[src/rtl/cpu_types_pkg.sv]
// Shared CPU types: register selectors, opcodes and the scoreboard entry record.
package cpu_types_pkg;

    localparam int unsigned REG_W   = 5;
    localparam int unsigned STALL_W = 16;

    typedef logic [REG_W-1:0] regbits_t;

    typedef enum logic [5:0] {
        RTYPE = 6'b000000,
        J     = 6'b000010,
        JAL   = 6'b000011,
        BEQ   = 6'b000100,
        BNE   = 6'b000101,
        ADDIU = 6'b001001,
        LW    = 6'b100011,
        SW    = 6'b101011
    } opcode_t;

    typedef struct packed {
        logic     valid;
        regbits_t wsel;
        logic     load;
    } sb_entry_t;

    // Jumps carry only an immediate target, so they read no source registers.
    function automatic logic is_jump_op(opcode_t op);
        return (op == J) || (op == JAL);
    endfunction

endpackage

[src/rtl/hazard_scoreboard_if.sv]
// Decode/scoreboard bundle: decode-stage instruction fields in, stall/redirect controls out.
interface hazard_scoreboard_if #(
    parameter int unsigned NREGS = 32,
    parameter int unsigned DEPTH = 3
);
    import cpu_types_pkg::*;

    logic [$clog2(NREGS)-1:0] id_rsel1;
    logic [$clog2(NREGS)-1:0] id_rsel2;
    logic [$clog2(NREGS)-1:0] id_wsel;
    logic                     id_wen;
    logic                     id_load;
    logic                     id_valid;
    opcode_t                  id_op;
    logic                     id_equal;
    logic                     mem_wait;

    logic                     hazard;
    logic                     branch;
    logic                     jump;
    logic                     flush;
    logic [$clog2(DEPTH+1)-1:0] pending_cnt;
    logic [STALL_W-1:0]       stall_cycles;

    modport master (
        output id_rsel1, id_rsel2, id_wsel, id_wen, id_load, id_valid, id_op, id_equal,
               mem_wait,
        input  hazard, branch, jump, flush, pending_cnt, stall_cycles
    );

    modport slave (
        input  id_rsel1, id_rsel2, id_wsel, id_wen, id_load, id_valid, id_op, id_equal,
               mem_wait,
        output hazard, branch, jump, flush, pending_cnt, stall_cycles
    );

endinterface

[src/rtl/hazard_match.sv]
// Compares one decode source register against every in-flight scoreboard entry.
module hazard_match
    import cpu_types_pkg::*;
#(
    parameter int unsigned DEPTH  = 3,
    parameter bit          FWD_EN = 1'b1
) (
    input  regbits_t                    rsel_i,
    input  sb_entry_t [DEPTH-1:0]       entries_i,
    output logic                        match_o
);

    // With forwarding only a load still in the youngest slot cannot be bypassed.
    always_comb begin
        match_o = 1'b0;
        if (rsel_i != '0) begin
            for (int i = 0; i < int'(DEPTH); i++) begin
                if (entries_i[i].valid && (entries_i[i].wsel == rsel_i)) begin
                    if (!FWD_EN || ((i == 0) && entries_i[i].load)) begin
                        match_o = 1'b1;
                    end
                end
            end
        end
    end

endmodule

[src/rtl/hazard_scoreboard.sv]
// Decode-stage hazard scoreboard: tracks pending register writes and drives stall/redirect.
module hazard_scoreboard
    import cpu_types_pkg::*;
#(
    parameter int unsigned NREGS  = 32,
    parameter int unsigned DEPTH  = 3,
    parameter bit          FWD_EN = 1'b1
) (
    input logic                CLK,
    input logic                nRST,
    hazard_scoreboard_if.slave sb
);

    localparam int unsigned SEL_W = $clog2(NREGS);
    localparam int unsigned CNT_W = $clog2(DEPTH + 1);

    sb_entry_t [DEPTH-1:0] entries_q;
    sb_entry_t [DEPTH-1:0] entries_d;
    logic [STALL_W-1:0]    stall_cycles_q;
    logic [STALL_W-1:0]    stall_cycles_d;
    logic [CNT_W-1:0]      pending_cnt;

    logic [SEL_W-1:0] id_rsel1;
    logic [SEL_W-1:0] id_rsel2;
    logic [SEL_W-1:0] id_wsel;
    regbits_t         rsel1;
    regbits_t         rsel2;
    regbits_t         wsel;

    logic match1;
    logic match2;
    logic is_jump;
    logic hazard;
    logic branch;
    logic flush;
    logic issue;

    assign id_rsel1 = sb.id_rsel1;
    assign id_rsel2 = sb.id_rsel2;
    assign id_wsel  = sb.id_wsel;
    assign rsel1    = regbits_t'(id_rsel1);
    assign rsel2    = regbits_t'(id_rsel2);
    assign wsel     = regbits_t'(id_wsel);

    hazard_match #(
        .DEPTH  (DEPTH),
        .FWD_EN (FWD_EN)
    ) u_match1 (
        .rsel_i    (rsel1),
        .entries_i (entries_q),
        .match_o   (match1)
    );

    hazard_match #(
        .DEPTH  (DEPTH),
        .FWD_EN (FWD_EN)
    ) u_match2 (
        .rsel_i    (rsel2),
        .entries_i (entries_q),
        .match_o   (match2)
    );

    // Stall and redirect decisions, zero-latency from decode inputs and pre-edge state.
    always_comb begin
        is_jump = is_jump_op(sb.id_op);
        hazard  = sb.id_valid && !is_jump && (match1 || match2);
        branch  = !hazard && (((sb.id_op == BEQ) && sb.id_equal) ||
                              ((sb.id_op == BNE) && !sb.id_equal));
        flush   = (branch || is_jump) && !sb.mem_wait;
        // A stalled or squashed slot must not claim a scoreboard entry; r0 is never tracked.
        issue   = sb.id_valid && sb.id_wen && (wsel != '0) && !hazard && !flush;
    end

    // Population count of in-flight writes.
    always_comb begin
        pending_cnt = '0;
        for (int i = 0; i < int'(DEPTH); i++) begin
            pending_cnt = pending_cnt + CNT_W'(entries_q[i].valid);
        end
    end

    // Shift the pipeline image one stage older unless memory freezes the pipe.
    always_comb begin
        entries_d      = entries_q;
        stall_cycles_d = stall_cycles_q;
        if (!sb.mem_wait) begin
            for (int i = 1; i < int'(DEPTH); i++) begin
                entries_d[i] = entries_q[i-1];
            end
            entries_d[0] = '0;
            if (issue) begin
                entries_d[0] = '{valid: 1'b1, wsel: wsel, load: sb.id_load};
            end
            if (hazard && (stall_cycles_q != '1)) begin
                stall_cycles_d = stall_cycles_q + STALL_W'(1);
            end
        end
    end

    // State register; reset drops every in-flight entry at once.
    always_ff @(posedge CLK or negedge nRST) begin
        if (!nRST) begin
            entries_q      <= '0;
            stall_cycles_q <= '0;
        end else begin
            entries_q      <= entries_d;
            stall_cycles_q <= stall_cycles_d;
        end
    end

    assign sb.hazard       = hazard;
    assign sb.branch       = branch;
    assign sb.jump         = is_jump;
    assign sb.flush        = flush;
    assign sb.pending_cnt  = pending_cnt;
    assign sb.stall_cycles = stall_cycles_q;

endmodule

[src/flat_wrapper.sv]
// flat-port wrapper written by rule: the top's interface ports become plain ports
module hazard_scoreboard_flat import cpu_types_pkg::*;
#(
    parameter int unsigned NREGS  = 32,
    parameter int unsigned DEPTH  = 3,
    parameter bit          FWD_EN = 1'b1
)
  (CLK, nRST, sb_id_rsel1, sb_id_rsel2, sb_id_wsel, sb_id_wen, sb_id_load, sb_id_valid, sb_id_op, sb_id_equal, sb_mem_wait, sb_hazard, sb_branch, sb_jump, sb_flush, sb_pending_cnt, sb_stall_cycles);
  hazard_scoreboard_if #(.NREGS(NREGS), .DEPTH(DEPTH)) sb_i ();
  input logic CLK;
  input logic nRST;
  input wire logic [$bits(sb_i.id_rsel1)-1:0] sb_id_rsel1;
  input wire logic [$bits(sb_i.id_rsel2)-1:0] sb_id_rsel2;
  input wire logic [$bits(sb_i.id_wsel)-1:0] sb_id_wsel;
  input wire logic [$bits(sb_i.id_wen)-1:0] sb_id_wen;
  input wire logic [$bits(sb_i.id_load)-1:0] sb_id_load;
  input wire logic [$bits(sb_i.id_valid)-1:0] sb_id_valid;
  input wire logic [$bits(sb_i.id_op)-1:0] sb_id_op;
  input wire logic [$bits(sb_i.id_equal)-1:0] sb_id_equal;
  input wire logic [$bits(sb_i.mem_wait)-1:0] sb_mem_wait;
  output wire logic [$bits(sb_i.hazard)-1:0] sb_hazard;
  output wire logic [$bits(sb_i.branch)-1:0] sb_branch;
  output wire logic [$bits(sb_i.jump)-1:0] sb_jump;
  output wire logic [$bits(sb_i.flush)-1:0] sb_flush;
  output wire logic [$bits(sb_i.pending_cnt)-1:0] sb_pending_cnt;
  output wire logic [$bits(sb_i.stall_cycles)-1:0] sb_stall_cycles;
  assign sb_i.id_rsel1 = sb_id_rsel1;
  assign sb_i.id_rsel2 = sb_id_rsel2;
  assign sb_i.id_wsel = sb_id_wsel;
  assign sb_i.id_wen = sb_id_wen;
  assign sb_i.id_load = sb_id_load;
  assign sb_i.id_valid = sb_id_valid;
  assign sb_i.id_op = sb_id_op;
  assign sb_i.id_equal = sb_id_equal;
  assign sb_i.mem_wait = sb_mem_wait;
  assign sb_hazard = sb_i.hazard;
  assign sb_branch = sb_i.branch;
  assign sb_jump = sb_i.jump;
  assign sb_flush = sb_i.flush;
  assign sb_pending_cnt = sb_i.pending_cnt;
  assign sb_stall_cycles = sb_i.stall_cycles;
  hazard_scoreboard #(.NREGS(NREGS), .DEPTH(DEPTH), .FWD_EN(FWD_EN)) u_core (.CLK(CLK), .nRST(nRST), .sb(sb_i));
endmodule
[config.mk]
export PLATFORM = sky130hd
export DESIGN_NAME = hazard_scoreboard_flat
export DESIGN_NICKNAME = d
export VERILOG_FILES = /design/src/rtl/cpu_types_pkg.sv /design/src/rtl/hazard_scoreboard_if.sv /design/src/rtl/hazard_match.sv /design/src/rtl/hazard_scoreboard.sv /design/src/flat_wrapper.sv
export SDC_FILE = /design/constraint.sdc
export NUM_CORES = 1
export LEC_CHECK = 0
export ABC_CLOCK_PERIOD_IN_PS = 1950
export CAP_MARGIN = 20
export CORE_MARGIN = 5
export CORE_UTILIZATION = 35
export CTS_BUF_LIST = sky130_fd_sc_hd__clkbuf_4 sky130_fd_sc_hd__clkbuf_8
export DETAILED_ROUTE_END_ITERATION = 8
export PLACE_DENSITY = 0.66
export RECOVER_POWER = 50
export SLEW_MARGIN = 10
export SYNTH_ARGS = -nofsm -noshare
export SYNTH_HDL_FRONTEND = slang
export SYNTH_SLANG_ARGS = --single-unit
[constraint.sdc]
create_clock -name CLK -period 1.95 [get_ports CLK]
set_input_delay 0.195 -clock CLK [delete_from_list [all_inputs] [get_ports CLK]]
set_output_delay 0.195 -clock CLK [all_outputs]
set_load 0.02 [all_outputs]
==> results of run 1 <==
[area by class of cell]
type                       instances  area, um2
multi-input combinational         99        926
clock inverter                     1       7.51
sequential                        25        629
timing repair buffer              71        637
clock buffer                       3       41.3
inverter                           1       3.75
fill                             379       2010
tap                               52       65.1
[metal layers]
layer  track usage, %  wire length, um  vias up
li1                 -                -      612
met2             25.3             2110       36
met3             3.19              166        7
met4             3.85               66        0
met1             17.5             1770      617
met5                0                0        -
[registers in the layout (all words and copies together), names as in the netlist]
name and count:
u_core.sb.stall_cycles 16, u_core.entries_q 9
[worst max path at each step]
| stage | endpoint | from | cells past startpoint | slack [ns] |
|---|---|---|---|---|
| after detailed placement | sb_flush | sb_id_rsel1[1] | 7 | -0.68 |
| after global routing | sb_flush | u_core.entries_q[1] | 6 | -0.003 |
| final | sb_flush | sb_id_rsel1[1] | 7 | 0.06 |
| after floorplan | u_core.sb.stall_cycles[1] | u_core.sb.stall_cycles[1] | 6 | 0.003 |
| after global placement | sb_flush | sb_id_rsel1[1] | 7 | -0.63 |
| after CTS | sb_flush | sb_id_op[4] | 7 | -0.005 |
[through the flow]
step | cell area (um2) | hold WS (ns) | total power, W | util, % | setup WS, ns
4_1_cts | 2260 | 0.281 | 0.00109 | 52.3 | -0.00501
2_1_floorplan | 1540 | -0.101 | 0.000657 | - | 0.00254
6_report | 2310 | 0.506 | 0.00108 | 53.4 | 0.0635
5_1_grt | 2310 | 0.535 | 0.00113 | 53.4 | -0.00305
3_3_place_gp | 2220 | 0.487 | 0.000774 | 51.3 | -0.631
3_5_place_dp | 2220 | 0.483 | 0.000782 | 51.3 | -0.685
[worst max-delay path, delay by kind of cell]
family                 cells  cell delay (ns)
AOI/OAI and AO/OA          3             0.34
buffers and inverters      2             0.45
and+or+nand+nor            2             0.71
[timing repair]
item	in CTS	in global routing
endpoints found under the setup margin	7	5
setup buffers	0	4
gates resized for setup	27	8
pin swaps	6	5
[power breakdown]
part | internal (W) | leakage [nW] | total [W] | switching, W
sequential | 0.000533 | 0.339 | 0.000550 | 0.0000173
clock | 0.000145 | 0.0217 | 0.000316 | 0.000171
combinational | 0.000116 | 0.639 | 0.000213 | 0.0000972
total | 0.000794 | 1.00 | 0.00108 | 0.000285
[cells in the final DEF, fill, tap and decap left out, types with 6 or more instances in the layout]
cell type / count
dfrtp_1: 22
nand3_2: 8
buf_4: 21
nor2_1: 6
dlygate4sd2_1: 10
a22o_1: 6
clkdlybuf4s50_1: 25
xnor2_1: 23
dlygate4sd3_1: 8
[cell families after synthesis]
logic type	count (synthesis)	share of synthesized area (%)
adder cells (fa/ha/maj)	2	2.11
AO/OA/AOI/OAI	14	11.0
buffers and inverters	3	1.22
AND/OR/NAND/NOR	56	29.2
XOR/XNOR	24	13.7
multiplexers	3	2.19
flip-flops	25	40.7
==> results.md, run 1 <==
- Status: finished, final reports clean
- Power Dens Cells: 467 nW/um2
- Unique cell type count in the Yosys netlist: 39
- Crit path largest cell delay: 0.56 ns
- Post-DP HPWL: 3180 um
- Root Buffer: clkbuf_8
- Worst EP arrival: between 1.5 and 2 ns
- R2R Setup Slk: 0.08 ns
- GRT Overall Usage: about 14%
- Clock Sinks: 25
- I/O pin count: 50
- DP Cell Count: 244
- Post-route ant nets: 0
- Syn. warnings: 0
- Worst-path cell chain: dlygate4sd2_1 -> or4_4 -> a21oi_4 -> o22ai_4 -> and2_4 -> o32ai_2 -> buf_4
- Cts hold-fix bufs: 0
- GRT Residual Overflow: 0
- Largest net degree at the start of global routing: 26
- Max Slew Vio Count: 0
- Post-synth EDFFs: 0
- First DRT Iteration DRCs: 40
- Drt via density: 5.05
- Max stage delay cell, worst path: or4_4
- Sequential area share after synthesis: 40.7%
- Buffers on Ports: 49
- CTS Buffer Depth: 2
- Max-cap viol count: 0
- Wire length per cell: 16.3 um
- Hold endpoint: u_core.sb.stall_cycles[14]
- Avg Cell Area, Syn: approximately 12 um2
- Synth area leaders: dfrtp_1, xnor2_1, nand3_2
- Final setup vio count: 0
- CP Data Required Time: 1.75 ns
- Hold path startpoint: u_core.sb.stall_cycles[14]
- Initial cell density of the core: between 30% and 40%
- Later-pin clock latency in the skew report: 0.27 ns
- CP endpoint kind: output pin
- Die height: 76.3 um
- Pleak: 1.00 nW
- Die X-Extent: 76.3 um
- Finished Layout Cells: around 250
- Worst R2R Path Depth: 7
- Final Cycle Share: 96.7%
- CTS tree: built
- Post-synth net total: 157
- DRT Pass-1 Iters: 4
- Peak Freq: approximately 530 MHz
- FP Rows: 24
- Crit start category: input port
- Post-synth ARST share: 100%
- Maximum fanout along the worst path: 3
- Antenna Cells: 0
- Worst R2R End: u_core.sb.stall_cycles[5]
- Synth Register Bits: 25
- Clock Skews: 0.00823 ns
- Layout cell share with drive strength beyond 1: about a third
- Antenna violations before repair: 0
- Layout area overhead: 50.1%
- First-pass GRT wire length: 7000 um
- Number of global-route vias before repair: roughly 1.4k
- Worst setup path category: input port to output pin
- Reg2Reg Launch Point: u_core.sb.stall_cycles[1]
- Fin Setup TNS: 0 ns
- Mapped Area: 1540 um2
- Number of nets in the layout: about 230
- Commonest cells in the netlist: dfrtp_1, xnor2_1, nand3_2
- DR vias: 1272
- Share of the synthesized area in the top cell type: 40.7%
- Post-layout min period: 1.89 ns
- CTS buffer count: 3
- Final WL: between 4000 and 5000 um
- Slew @ Worst Pin: 1.35 ns
- Clock-pin slew on the worst setup and hold paths: 0.08 ns
- Cell accounting for the most synthesized area: dfrtp_1
- DRC: 0
- Final Hold Fails: 0
- Most numerous cell in the Yosys netlist: dfrtp_1
- Die area: 5820 um2
- Min-Delay Path Class: register to register
- Mapped Cells: 127
- Core area: 4320 um2
- Slew HR: approximately 10%
- GPL Wtd Cong: 0.796
- VDD IR max: 236 uV
- Primary FF master, synth: dfrtp_1
- H-tree level count: 1
- Hold Crit Depth: 1
Note: power is estimated with default switching activity, not from simulation.
==> inputs of run 2 (changes only) <==
--- a/config.mk
+++ b/config.mk
@@ -5,13 +5,14 @@
 export SDC_FILE = /design/constraint.sdc
 export NUM_CORES = 1
 export LEC_CHECK = 0
+export ABC_AREA = 1
 export ABC_CLOCK_PERIOD_IN_PS = 1950
 export CAP_MARGIN = 20
 export CORE_MARGIN = 5
-export CORE_UTILIZATION = 35
+export CORE_UTILIZATION = 44
 export CTS_BUF_LIST = sky130_fd_sc_hd__clkbuf_4 sky130_fd_sc_hd__clkbuf_8
 export DETAILED_ROUTE_END_ITERATION = 8
-export PLACE_DENSITY = 0.66
+export PLACE_DENSITY = 0.79
 export RECOVER_POWER = 50
 export SLEW_MARGIN = 10
 export SYNTH_ARGS = -nofsm -noshare
==> results.md, run 2 <==
- Slew HR: 11.4% (+1.2 points)
- Final setup vio count: 0 (unchanged)
- Die height: 70.9 um (-7.1%)
- Post-DP HPWL: 3260 um (+2.5%)
- Min-Delay Path Class: input port to register
- Grt met1 use: 22.9% (+5.4 points)
- Commonest non-fill, non-tap cell in the layout: nand2_1
- Mux share of post-synthesis cell area: 0% (-2.2 points)
- Buffers on Ports: 49 (unchanged)
- Largest register FFs: 16 (unchanged)
- Hold endpoint: u_core.entries_q[0]
- Clock-pin slew on the worst setup and hold paths: 0.08 ns (about the same)
- Final Hold Fails: 0 (unchanged)
- Busiest layer in global routing: met2
- Worst R2R End: u_core.sb.stall_cycles[7]
- Pint: 0.000783 W (-1.4%)
- XOR/XNOR share of the synthesized area: 8.51% (-5.2 points)
- Met3 Use GR: 3.98% (+0.79 points)
- Share of the synthesized area in the top cell type: 38.3% (-2.3 points)
- DRT Pass-1 Iters: 4 (unchanged)
- GRT Residual Overflow: 0 (unchanged)
- Largest net degree at the start of global routing: 26 (unchanged)
- FP Rows: 22 (-8.3%)
- Clock Sinks: 25 (unchanged)
- Compound-Gate Fraction of Synth Area: 4.44% (-6.5 points)
- Layout cell share with drive strength beyond 1: 15.7% (-16 points)
- Post-route ant nets: 0 (unchanged)
- Drt via density: 4.97 (-1.6%)
- Worst EP arrival: 1.65 ns (-0.04 ns)
- GPL Wtd Cong: 0.846 (+6.2%)
- Antenna Cells: 0 (unchanged)
- Commonest cells in the netlist: nand2_1, inv_1, dfrtp_1
- Post-CTS Setup Inserts: 0 (unchanged)
- Clk network pwr share: 30.4% (+1.1 points)
- Sw power: 0.000260 W (-9.0%)
- Syn. warnings: 0 (unchanged)
- Worst-path cell chain: buf_4 -> fa_1 -> dlygate4sd2_1
- Core area: 3630 um2 (-16%)
- CTS buffer count: 3 (unchanged)
- Primary FF master, synth: dfrtp_1
- Finished Layout Cells: 322 (+28%)
- Post-synth EDFFs: 0 (unchanged)
- Reg2Reg Launch Point: u_core.sb.stall_cycles[0]
- Hold Crit Depth: 3 (+2)
- Die X-Extent: 70.9 um (-7.1%)
- Power Dens Cells: 455 nW/um2 (-2.6%)
- Maximum fanout along the worst path: 2 (-1)
- Clock Skews: 0.00108 ns (-0.00715 ns)
- Cell accounting for the most synthesized area: dfrtp_1
- VDD IR max: 323 uV (+37%)
- Fin Setup TNS: 0 ns (unchanged)
- Mapped Area: 1630 um2 (+6.1%)
- GRT Overall Usage: 17.8% (+3.4 points)
- Number of buffers and inverters on the critical path: 2 (unchanged)
- CP Data Required Time: 1.75 ns (about the same)
- Post-synth net total: 243 (+55%)
- Area post-placement: 2230 um2 (+0.56%)
- Worst R2R Path Depth: 7 (unchanged)
- Final WL: 4150 um (+1.1%)
- First-pass GRT wire length: 7250 um (+3.5%)
- CTS tree: built
- Post-layout instance area: 2290 um2 (-0.81%)
- Die area: 5030 um2 (-14%)
- GRT met2 Usage: 29.2% (+3.9 points)
- Hold path startpoint: sb_id_load
- Mapped Cells: 213 (+68%)
- Number of global-route vias before repair: 1526 (+5.9%)
- Max-cap viol count: 0 (unchanged)
- Crit path max-delay family: adder cells
- R2R Setup Slk: 0.16 ns (+0.08 ns)
- Synth area leaders: dfrtp_1, nand2_1, inv_1
- Max stage delay cell, worst path: fa_1
- Reg power frac: 52.3% (+1.3 points)
- Sequential area share after synthesis: 38.3% (-2.3 points)
- Combinational power share: 17.3% (-2.5 points)
- Post-layout min period: 1.84 ns (-0.0431 ns)
- Worst setup path category: register to output pin
- CTS Buffer Depth: 2 (unchanged)
- Slew @ Worst Pin: 1.33 ns (-0.0184 ns)
- Number of nets in the layout: 305 (+32%)
- Antenna violations before repair: 0 (unchanged)
- Avg Cell Area, Syn: 7.67 um2 (-37%)
- Layout area overhead: 40.3%
- CP endpoint kind: output pin
- Root Buffer: clkbuf_8
- Max Slew Vio Count: 0 (unchanged)
- Post-Synth Simple-Gate Area: 37.0% (+7.8 points)
- Initial cell density of the core: 44.9% (+9.3 points)
- Unrepaired setup endpoints after global routing: false
- Crit start category: register
- Post-synth ARST share: 100% (unchanged)
- Status: finished, final reports clean
- Largest family of logic cells by synthesized area: simple AND/OR/NAND/NOR gates
- Later-pin clock latency in the skew report: 0.27 ns (about the same)
- DR vias: 1599 (+26%)
- Cts hold-fix bufs: 0 (unchanged)
- Crit path largest cell delay: 0.52 ns (-0.04 ns)
- H-tree level count: 1 (unchanged)
- Sw Share: 24.9% (-1.5 points)
- Pleak: 1.14 nW (+14%)
- Peak Freq: 542 MHz (+2.3%)
- Synth Register Bits: 25 (unchanged)
- Adder and majority gate portion of the synthesized area: 1.99% (-0.12 points)
- I/O pin count: 50 (unchanged)
- Highest-count cells in the layout ignoring fill and taps: nand2_1, clkdlybuf4s50_1, inv_1, dfrtp_1, nand3_1
- Unique cell type count in the Yosys netlist: 30 (-23%)
- Wire length per cell: 12.9 um (-21%)
- DP Cell Count: 318 (+30%)
- DRC: 0 (unchanged)
- First DRT Iteration DRCs: 55 (+38%)
- Most numerous cell in the Yosys netlist: nand2_1
- Final Cycle Share: 94.5% (-2.2 points)
[run 2: changes by cell type after synthesis, sizes merged, moves of 4 or more]
cell and change:
and2 -4, nor2 +13, a22o -6, o21ai +6, inv +28, and3 -6
xor2 +8, nand3 +15, and4 -6, nand2 +59, xnor2 -17, nor3 +8
[run 2: timing repair]
action	CTS	global route
gates cloned	0	0
gates resized for setup	8	11
setup endpoints to repair	6	21
[run 2: final cells by class]
class	count	area [um2]
Tap cell	48	60.1
Multi-Input combinational cell	154	867
Timing Repair Buffer	61	572
Clock buffer	4	48.8
Sequential cell	25	626
Fill cell	329	1340
Inverter	30	118
[run 2: worst min-delay path: stages]
cell	delay (ns)
clkdlybuf4s50_1	0.40
nand3_1	0.08
nand2_1	0.05
[run 2: cells by family after synthesis]
kind of cell,after synthesis
buffers and inverters,34
adder cells (fa/ha/maj),2
AND/OR/NAND/NOR,127
AO/OA/AOI/OAI,10
XOR/XNOR,15
flip-flops,25
[run 2: worst max-delay path by stage]
stage,startpoint,to,depth (start not counted),slack (ns)
finish,u_core.entries_q[6],sb_pending_cnt[0],3,0.11
global route,u_core.entries_q[5],u_core.sb.stall_cycles[9],16,0.001
CTS,u_core.entries_q[2],u_core.sb.stall_cycles[9],12,-0.0003
detailed placement,sb_id_rsel1[3],u_core.sb.stall_cycles[9],16,-0.29
global placement,sb_id_rsel1[3],sb_hazard,13,-0.24
floorplan,u_core.sb.stall_cycles[0],u_core.sb.stall_cycles[3],7,0.26
[run 2: through the flow]
step | hold slack (ns) | total power [W] | setup slack (ns) | utilization, %
finish | 0.493 | 0.00104 | 0.107 | 63.1
global route | 0.506 | 0.00109 | 0.00138 | 63.1
CTS | 0.285 | 0.00105 | -0.000304 | 62.7
detailed placement | 0.482 | 0.000744 | -0.287 | 61.4
global placement | 0.461 | 0.000740 | -0.244 | 61.4
floorplan | -0.101 | 0.000635 | 0.258 | -
[run 2: routing by layer]
| metal | wire length (um) | vias to the layer above |
|---|---|---|
| met5 | 0 | - |
| met2 | 1950 | 49 |
| met1 | 1900 | 744 |
| li1 | - | 799 |
| met4 | 73 | 0 |
| met3 | 232 | 7 |
[run 2: power groups by stage]
stage          logic [W]  clock network [W]  registers [W]
2_1_floorplan  0.0000799                  0       0.000555
3_3_place_gp    0.000186                  0       0.000554
3_5_place_dp    0.000189                  0       0.000555
4_1_cts         0.000183           0.000326       0.000545
5_1_grt         0.000200           0.000345       0.000548
6_report        0.000180           0.000317       0.000545
